### src/rtl/imm_extend_pipe.sv
// imm_extend_pipe
//   Pipelined immediate extractor/extender for the 64-bit LEGv8 datapath.
//   It takes a raw instruction and a format select, then extracts and extends
//   the immediate for the I/D/B/CB/IW formats and applies the format's shift.
//   The result sits in a registered output stage. A one-entry skid register
//   absorbs back-pressure, so items are never dropped or reordered.
//
// Ports
//   clk        rising-edge clock
//   reset_n    asynchronous, active-low reset
//   in_valid   instr/fmt/tag_in valid this cycle
//   in_ready   block can accept (driven only by state, never by out_ready)
//   instr      raw 32-bit instruction word
//   fmt        0=I 1=D 2=B 3=CB 4=IW 5..7=illegal
//   tag_in     side-band tag carried alongside the immediate
//   out_valid  imm_out/tag_out/err valid
//   out_ready  consumer accepts this cycle
//   imm_out    extended immediate (0 when err)
//   tag_out    tag matching imm_out
//   err        illegal format, or IW half-word shift beyond OUT_W
module imm_extend_pipe #(
  parameter int OUT_W    = 64,
  parameter int TAG_W    = 5,
  parameter int BR_SHIFT = 2
) (
  input  logic             clk,
  input  logic             reset_n,
  input  logic             in_valid,
  output logic             in_ready,
  input  logic [31:0]      instr,
  input  logic [2:0]       fmt,
  input  logic [TAG_W-1:0] tag_in,
  output logic             out_valid,
  input  logic             out_ready,
  output logic [OUT_W-1:0] imm_out,
  output logic [TAG_W-1:0] tag_out,
  output logic             err
);

  localparam logic [2:0] FMT_I  = 3'd0;
  localparam logic [2:0] FMT_D  = 3'd1;
  localparam logic [2:0] FMT_B  = 3'd2;
  localparam logic [2:0] FMT_CB = 3'd3;
  localparam logic [2:0] FMT_IW = 3'd4;

  // Opcode bits above the B-format field are not used by any extractor.
  logic unused_opcode;
  assign unused_opcode = ^instr[31:26];

  // Extended fields, all in OUT_W bits before shifting so the shift drops
  // bits past OUT_W-1 instead of saturating.
  logic [OUT_W-1:0] i_ext, d_ext, b_ext, cb_ext, iw_base;
  assign i_ext   = {{(OUT_W-12){1'b0}}, instr[21:10]};
  assign d_ext   = {{(OUT_W-9){instr[20]}}, instr[20:12]};
  assign b_ext   = {{(OUT_W-26){instr[25]}}, instr[25:0]} << BR_SHIFT;
  assign cb_ext  = {{(OUT_W-19){instr[23]}}, instr[23:5]} << BR_SHIFT;
  assign iw_base = {{(OUT_W-16){1'b0}}, instr[20:5]};

  // One lane per half-word position; a lane "fits" only if the whole
  // 16-bit field lands inside OUT_W bits.
  logic [OUT_W-1:0] iw_lane [4];
  logic [3:0]       iw_fits;

  generate
    for (genvar gi = 0; gi < 4; gi++) begin : g_iw_lane
      assign iw_lane[gi] = iw_base << (16 * gi);
      assign iw_fits[gi] = ((16 * gi + 16) <= OUT_W);
    end
  endgenerate

  logic [OUT_W-1:0] imm_next;
  logic             err_next;

  always_comb begin
    imm_next = '0;
    err_next = 1'b0;
    case (fmt)
      FMT_I:  imm_next = i_ext;
      FMT_D:  imm_next = d_ext;
      FMT_B:  imm_next = b_ext;
      FMT_CB: imm_next = cb_ext;
      FMT_IW: begin
        if (iw_fits[instr[22:21]]) imm_next = iw_lane[instr[22:21]];
        else                       err_next = 1'b1;
      end
      default: err_next = 1'b1;
    endcase
  end

  // Main output stage (m_*) and skid stage (s_*).
  logic             m_valid_reg, s_valid_reg;
  logic [OUT_W-1:0] m_imm_reg,   s_imm_reg;
  logic [TAG_W-1:0] m_tag_reg,   s_tag_reg;
  logic             m_err_reg,   s_err_reg;

  logic accept, drain;
  assign accept = in_valid && in_ready;
  assign drain  = m_valid_reg && out_ready;

  always_ff @(posedge clk or negedge reset_n) begin
    if (!reset_n) begin
      m_valid_reg <= 1'b0;
      m_imm_reg   <= '0;
      m_tag_reg   <= '0;
      m_err_reg   <= 1'b0;
      s_valid_reg <= 1'b0;
      s_imm_reg   <= '0;
      s_tag_reg   <= '0;
      s_err_reg   <= 1'b0;
    end else if (!m_valid_reg || drain) begin
      // Output stage is free this cycle. A full skid always has priority;
      // in_ready is low then, so no new item can arrive at the same time.
      if (s_valid_reg) begin
        m_valid_reg <= 1'b1;
        m_imm_reg   <= s_imm_reg;
        m_tag_reg   <= s_tag_reg;
        m_err_reg   <= s_err_reg;
        s_valid_reg <= 1'b0;
      end else if (accept) begin
        m_valid_reg <= 1'b1;
        m_imm_reg   <= imm_next;
        m_tag_reg   <= tag_in;
        m_err_reg   <= err_next;
      end else begin
        m_valid_reg <= 1'b0;
      end
    end else if (accept) begin
      // Output stalled: park the new item in the skid register.
      s_valid_reg <= 1'b1;
      s_imm_reg   <= imm_next;
      s_tag_reg   <= tag_in;
      s_err_reg   <= err_next;
    end
  end

  // Derived from a flop only, so the producer never sees a path from out_ready.
  assign in_ready  = !s_valid_reg;
  assign out_valid = m_valid_reg;
  assign imm_out   = m_imm_reg;
  assign tag_out   = m_tag_reg;
  assign err       = m_err_reg;

endmodule

### config.mk
export PLATFORM = sky130hd
export DESIGN_NAME = imm_extend_pipe
export DESIGN_NICKNAME = d
export VERILOG_FILES = /design/src/rtl/imm_extend_pipe.sv
export SDC_FILE = /design/constraint.sdc
export NUM_CORES = 1
export LEC_CHECK = 0
export ABC_AREA = 1
export CORE_UTILIZATION = 50
export CTS_CLUSTER_SIZE = 10
export DETAILED_ROUTE_END_ITERATION = 7
export PLACE_DENSITY = 0.79
export RECOVER_POWER = 25
export SETUP_SLACK_MARGIN = 0.4
export SYNTH_ARGS = -nofsm -noshare
export SYNTH_HDL_FRONTEND = slang
export SYNTH_SLANG_ARGS = --single-unit
### constraint.sdc
create_clock -name clk -period 1.3 [get_ports clk]
set_input_delay 0.325 -clock clk [delete_from_list [all_inputs] [get_ports clk]]
set_output_delay 0.325 -clock clk [all_outputs]
set_load 0.03 [all_outputs]
After elaboration in Yosys (flattened, before gate mapping). Index checks and enable logic that the tools add are counted.

Muxes and demuxes: 19. Eq/ne operators: 4. Magnitude comparators: 2. Bitwise gates (word level): 2. Reductions and logical operators: 11.

Operators by type and width (number): $mux W64 (5); $pmux W64 S5 (1); $bmux W64 S2 (1); $mux W5 (2); $mux W1 (8); $eq A3 B2 Y1 const B (2); $reduce_and A2 Y1 (2); $reduce_bool A2 Y1 (2); $reduce_or A4 Y1 (1); $eq A3 B1 Y1 const B (1); $eq A3 B3 Y1 const B (1); $ge A3 B3 Y1 const B (1); $logic_not A3 Y1 (1); $lt A2 B3 Y1 const B (1); $not A2 Y3 (1); $bmux W1 S2 (1); $logic_and A1 B1 Y1 (2); $logic_not A1 Y1 (2); $pmux W1 S2 (1); $logic_or A1 B1 Y1 (1); $not A1 Y1 (1).

Output and inout bits: 72. Word-level logic and storage cells: 46. Input port bits: 44. Register bits after elaboration: 142.

Depth between registers and ports, before layout.
Word-level depth: 8. Mapped depth: 10.

Worst setup path after synthesis. OpenSTA, ideal clock, no wires.

Path type: flip-flop to flip-flop. Start: register m_valid_reg (netlist: out_valid). End: register s_imm_reg[37]. Setup time: 0.132 ns. Stages on the path, launching flop included: 8. Setup slack: -0.267 ns. Arrival: 1.435 ns. Cells stage by stage: dfrtp_1 > inv_1 > nor2_2 > nand3_1 > inv_1 > buf_2 > clkbuf_1 > o21ai_1.

Cells in the longest elaborated chain, start to end: 4.

Ends and longest elaborated chain: from (decl) (RTL line 91) `logic m_valid_reg, s_valid_reg;`; from (signal assigned) (RTL line 102) `m_valid_reg <= 1'b0;`; from (signal assigned) (RTL line 114) `m_valid_reg <= 1'b1;`; from (signal assigned) (RTL line 120) `m_valid_reg <= 1'b1;`; $logic_not A1 Y1 / $logic_and A1 B1 Y1 (equally long branches) (RTL line 110, 98); $logic_or A1 B1 Y1 (*) (RTL line 110) `end else if (!m_valid_reg || drain) begin`; $not A1 Y1 (no source line) (*); $reduce_and A2 Y1 (no source line) (*); to (signal assigned) (RTL line 130) `s_imm_reg <= imm_next;`; to (decl) (RTL line 92) `logic [OUT_W-1:0] m_imm_reg, s_imm_reg;`.

Every way passes the cells marked *; elsewhere a longest branch is shown, timed or not. A chain may end at the register's enable or synchronous reset.

Worst setup path in the final report.
Start: register s_valid_reg. End: register s_imm_reg[56].

Cells in the longest elaborated chain, start to end: 3.

Ends and longest elaborated chain: from (decl) (RTL line 91); from (signal assigned) (RTL line 106) `s_valid_reg <= 1'b0;`; from (signal assigned) (RTL line 118) `s_valid_reg <= 1'b0;`; from (signal assigned) (RTL line 129) `s_valid_reg <= 1'b1;`; $logic_not A1 Y1 (RTL line 137) `assign in_ready = !s_valid_reg;`; $logic_and A1 B1 Y1 (RTL line 97) `assign accept = in_valid && in_ready;`; $reduce_and A2 Y1 (no source line).

No other way between the ends.

==> flow_summary.rst <==
.. list-table::
   :header-rows: 1

   * - Metric
     - Value
   * - Global Route Usage Sum
     - 36.00%
   * - Initial cell density of the core
     - about half
   * - Vias after detailed routing
     - between 9000 and 10000
   * - Highest attainable clock frequency
     - 0.6278 GHz
   * - Proportion of power drawn by the clock network
     - ~30%
   * - Placement-stage worst setup slack
     - -0.7794 ns
   * - Clock-pin transition on the worst setup and hold timing paths
     - approximately 0.060 ns
   * - Status
     - complete, but fails checks
   * - Proportion of synthesized chip area in sequential cells
     - roughly 44%
   * - DRC errors left
     - 0
   * - CP Data Arrival Time
     - about 1.9 ns
   * - Layout cell share with drive strength beyond 1
     - slightly below 30%
   * - PD cells
     - 1359 nW/um^2
   * - Peak fanout along the critical path
     - 12
   * - Leakage power
     - approximately 6.4 nW
   * - Seq cells post-synth
     - 142
   * - Number of H-tree levels
     - 4
   * - Comb power frac
     - a little over a third
   * - Clock Latency Late Sink
     - approximately 0.44 ns
   * - P&R area growth vs syn
     - 51.59%
   * - Average detailed-routed wire length per instance
     - about 20 um
   * - Largest net degree at the start of global routing
     - 42
   * - Clock Root Buffer
     - sky130_fd_sc_hd__clkbuf_16
   * - M1 WL
     - between 10000 and 15000 um
   * - Net total in the final layout
     - roughly 1400
   * - Number of unique standard cell types used by synthesis
     - 28
   * - Met3 wire length
     - slightly above 3000 um
   * - Number of vias per cell
     - 5.769
   * - Switching portion of total power
     - 34.54%
   * - Setup slack after layout
     - -0.2927 ns
   * - Portion of the clock cycle consumed by the worst path in the final layout
     - 122.5%
   * - CORE AREA
     - 15430 sq um
   * - Worst setup EP type
     - flop
   * - Syn nets
     - ~1200
   * - RSZ-0062 raised after global routing
     - true
   * - Final worst path period need
     - roughly 1.6 ns
   * - Clock tree buffer depth
     - 2
   * - Internal power
     - between 10 and 15 mW
   * - Violated checks
     - negative setup slack
   * - Number of global-route vias before repair
     - between 8000 and 9000
   * - Number of antenna violations at the first check in global routing
     - 0
   * - Worst VDD drop
     - between 0.9 and 1 mV
   * - Top routing layer in use
     - met4
   * - Antenna Diode Count
     - 0
   * - Startpoint type of the worst setup path
     - flop
   * - Hold Violations, Final
     - 0
   * - Sequential fraction of design power
     - roughly 35%
   * - Die X-Extent
     - around 130 um
   * - Worst Reg2Reg Path Length in Cells
     - 7
   * - Register-to-Register Setup Slack
     - -0.29 ns
   * - Routed wire length
     - 31270 um
   * - Summed area of non-filler cells in the final layout
     - 12150 sq um
   * - Placed cell area
     - around 10000 sq um
   * - Wire length of the first global-routing pass
     - between 40000 and 50000 um
   * - Total power
     - roughly 17 mW
   * - Final clock skew
     - approximately 0.008 ns
   * - Routed wl met2
     - roughly 15000 um
   * - Mean instance size in the synthesized netlist
     - about 7.2 sq um
   * - Final-report setup violation count
     - 190
   * - Post-synth top area cell
     - sky130_fd_sc_hd__dfrtp_1
   * - Port Buf Inserts
     - 109
   * - Standard-cell rows
     - 45
   * - Violation count after the first detailed-route iteration
     - roughly 1300
   * - Ports placed on the boundary
     - between 100 and 150
   * - Fillcell total
     - about 1000
   * - Clock tree sinks
     - 142
   * - Clock tree from TritonCTS
     - yes
   * - Cells taking the most area after synthesis
     - sky130_fd_sc_hd__dfrtp_1 (44%), sky130_fd_sc_hd__nand2_1 (17%), sky130_fd_sc_hd__nor2_1 (6.8%)
   * - Total die area
     - 16540 sq um
   * - Data required time at the worst endpoint
     - between 1.5 and 2 ns
   * - Synthesized netlist cell count
     - around 1100
   * - Total half-perimeter wirelength after legalization and detailed placement
     - between 15000 and 20000 um
   * - Relative slew slack
     - between 20% and 30%
   * - Last weighted congestion value of the routability-driven placer
     - 0.9489
   * - Final number of max-transition violations
     - 0
   * - Number of warnings printed during yosys synthesis
     - 0
   * - Post-Synthesis Cell Area
     - between 8000 and 9000 sq um
   * - Class of the tightest hold or removal check
     - input pin to asynchronous set/reset pin
   * - Number of detailed-route iterations in the first pass
     - 6
   * - Origin of the critical flop-to-flop path
     - s_valid_reg
   * - Reported net switching power
     - about 5.7 mW
   * - Number of violations of the max-capacitance limit
     - 0
   * - Antenna viol nets, final
     - 0
   * - TritonCTS Buffers
     - 17
   * - R2r endpoint
     - s_imm_reg[56]
   * - Yosys top cell area share
     - 44.33%
   * - Actual transition at the worst max-transition pin
     - between 1 and 1.5 ns
   * - Die height
     - ~130 um
   * - Final hold slack
     - 0.07444 ns
   * - Aggregate global routing overflow
     - 0
   * - Path type of the worst setup path
     - flop to flop
-- cell families after synthesis --
logic type,count (synthesis),synth area share [%]
AOI/OAI and AO/OA,127,8.430
buffers and inverters,172,10.43
DFF,142,44.33
and+or+nand+nor,680,36.81
-- per-layer routing --
| metal | GRT usage (%) | vias up |
|---|---|---|
| met5 | 0 | - |
| met4 | 18.20 | 0 |
| met3 | 8.732 | 161 |
| met2 | 58.19 | 651 |
| met1 | 45.09 | 4223 |
| li1 | - | 4069 |
-- critical path: stages (launching register included) --
cell and delay [ns]:
sky130_fd_sc_hd__dfrtp_1 0.39, sky130_fd_sc_hd__inv_2 0.08, sky130_fd_sc_hd__buf_4 0.17, sky130_fd_sc_hd__nand3_4 0.16, sky130_fd_sc_hd__inv_8 0.07, sky130_fd_sc_hd__buf_4 0.15, sky130_fd_sc_hd__buf_16 0.14, sky130_fd_sc_hd__o21ai_0 0.30
-- layout by cell type (no fill, tap or decap), types with 4 or more instances in the layout --
| master | count |
|---|---|
| sky130_fd_sc_hd__nand4_1 | 57 |
| sky130_fd_sc_hd__nand3_2 | 21 |
| sky130_fd_sc_hd__buf_16 | 11 |
| sky130_fd_sc_hd__nor2_2 | 4 |
| sky130_fd_sc_hd__o21ai_0 | 18 |
| sky130_fd_sc_hd__nand2_2 | 29 |
| sky130_fd_sc_hd__nor2_4 | 12 |
| sky130_fd_sc_hd__inv_2 | 6 |
| sky130_fd_sc_hd__nor2_1 | 138 |
| sky130_fd_sc_hd__clkdlybuf4s50_1 | 29 |
| sky130_fd_sc_hd__nand2_1 | 351 |
| sky130_fd_sc_hd__a21oi_2 | 27 |
| sky130_fd_sc_hd__buf_12 | 26 |
| sky130_fd_sc_hd__clkinv_2 | 4 |
| sky130_fd_sc_hd__a31oi_1 | 20 |
| sky130_fd_sc_hd__nand3_1 | 58 |
| sky130_fd_sc_hd__a21oi_1 | 31 |
| sky130_fd_sc_hd__clkbuf_16 | 25 |
| sky130_fd_sc_hd__bufbuf_16 | 4 |
| sky130_fd_sc_hd__nand2_4 | 4 |
| sky130_fd_sc_hd__o21ai_1 | 28 |
| sky130_fd_sc_hd__dfrtp_1 | 141 |
| sky130_fd_sc_hd__buf_6 | 82 |
| sky130_fd_sc_hd__buf_4 | 120 |
| sky130_fd_sc_hd__inv_8 | 4 |
| sky130_fd_sc_hd__dlygate4sd2_1 | 6 |
| sky130_fd_sc_hd__inv_1 | 79 |
-- stage by stage --
| stage | cells | TNS [ns] | util (%) |
|---|---|---|---|
| CTS | 1547 | -16.44 | 74.72 |
| detailed placement | 1472 | -92.99 | 64.58 |
| global route | 1578 | -33.40 | 78.76 |
| floorplan | 1121 | -0.6178 | - |
| global placement | 1472 | -88.13 | 64.58 |
| finish | 1578 | -24.53 | 78.76 |
-- power groups by stage --
| stage | Combinational (mW) | Sequential, mW | Clock [mW] |
|---|---|---|---|
| finish | 5.73 | 5.85 | 4.93 |
| global route | 6.08 | 5.91 | 5.15 |
| CTS | 5.03 | 5.77 | 4.88 |
| detailed placement | 4.32 | 5.76 | 0 |
| global placement | 4.23 | 5.74 | 0 |
| floorplan | 1.82 | 6.56 | 0 |
-- synth_stat cells (all sizes together) --
master and count:
dfrtp 142, nand2 384, a31oi 20, clkbuf 20, o21ai 47, nand3 82, nand4 58, nor2 156
inv 90, a21oi 60, buf 62
-- how the worst max path moves through the flow --
stage | startpoint | to | slack (ns)
after CTS | s_valid_reg | in_ready | -0.20
after detailed placement | fmt[1] | s_imm_reg[60] | -0.78
final | s_valid_reg | s_imm_reg[56] | -0.29
after global routing | s_valid_reg | s_imm_reg[56] | -0.38
after floorplan | out_valid | err | -0.02
after global placement | fmt[1] | s_imm_reg[60] | -0.72
-- area by class of cell --
cell class	count	area (sq um)	share of cell area, %
Sequential cell	142	3555	29.26
Tap cell	211	264.0	2.173
Multi-Input combinational cell	807	3981	32.77
Clock buffer	22	474.2	3.903
Inverter	90	366.6	3.017
Clock inverter	10	112.6	0.9268
Timing Repair inverter	2	17.52	0.1442
Timing Repair Buffer	294	3379	27.81
-- what timing repair did --
action | in CTS | in global routing
setup buffers | 27 | 22
pin swaps | 4 | 33
cloned | 16 | 9
gates resized for setup | 106 | 78
hold endpoints to repair | 25 | 25
setup endpoints to repair | 214 | 214
(Power assumes the default switching activity.)
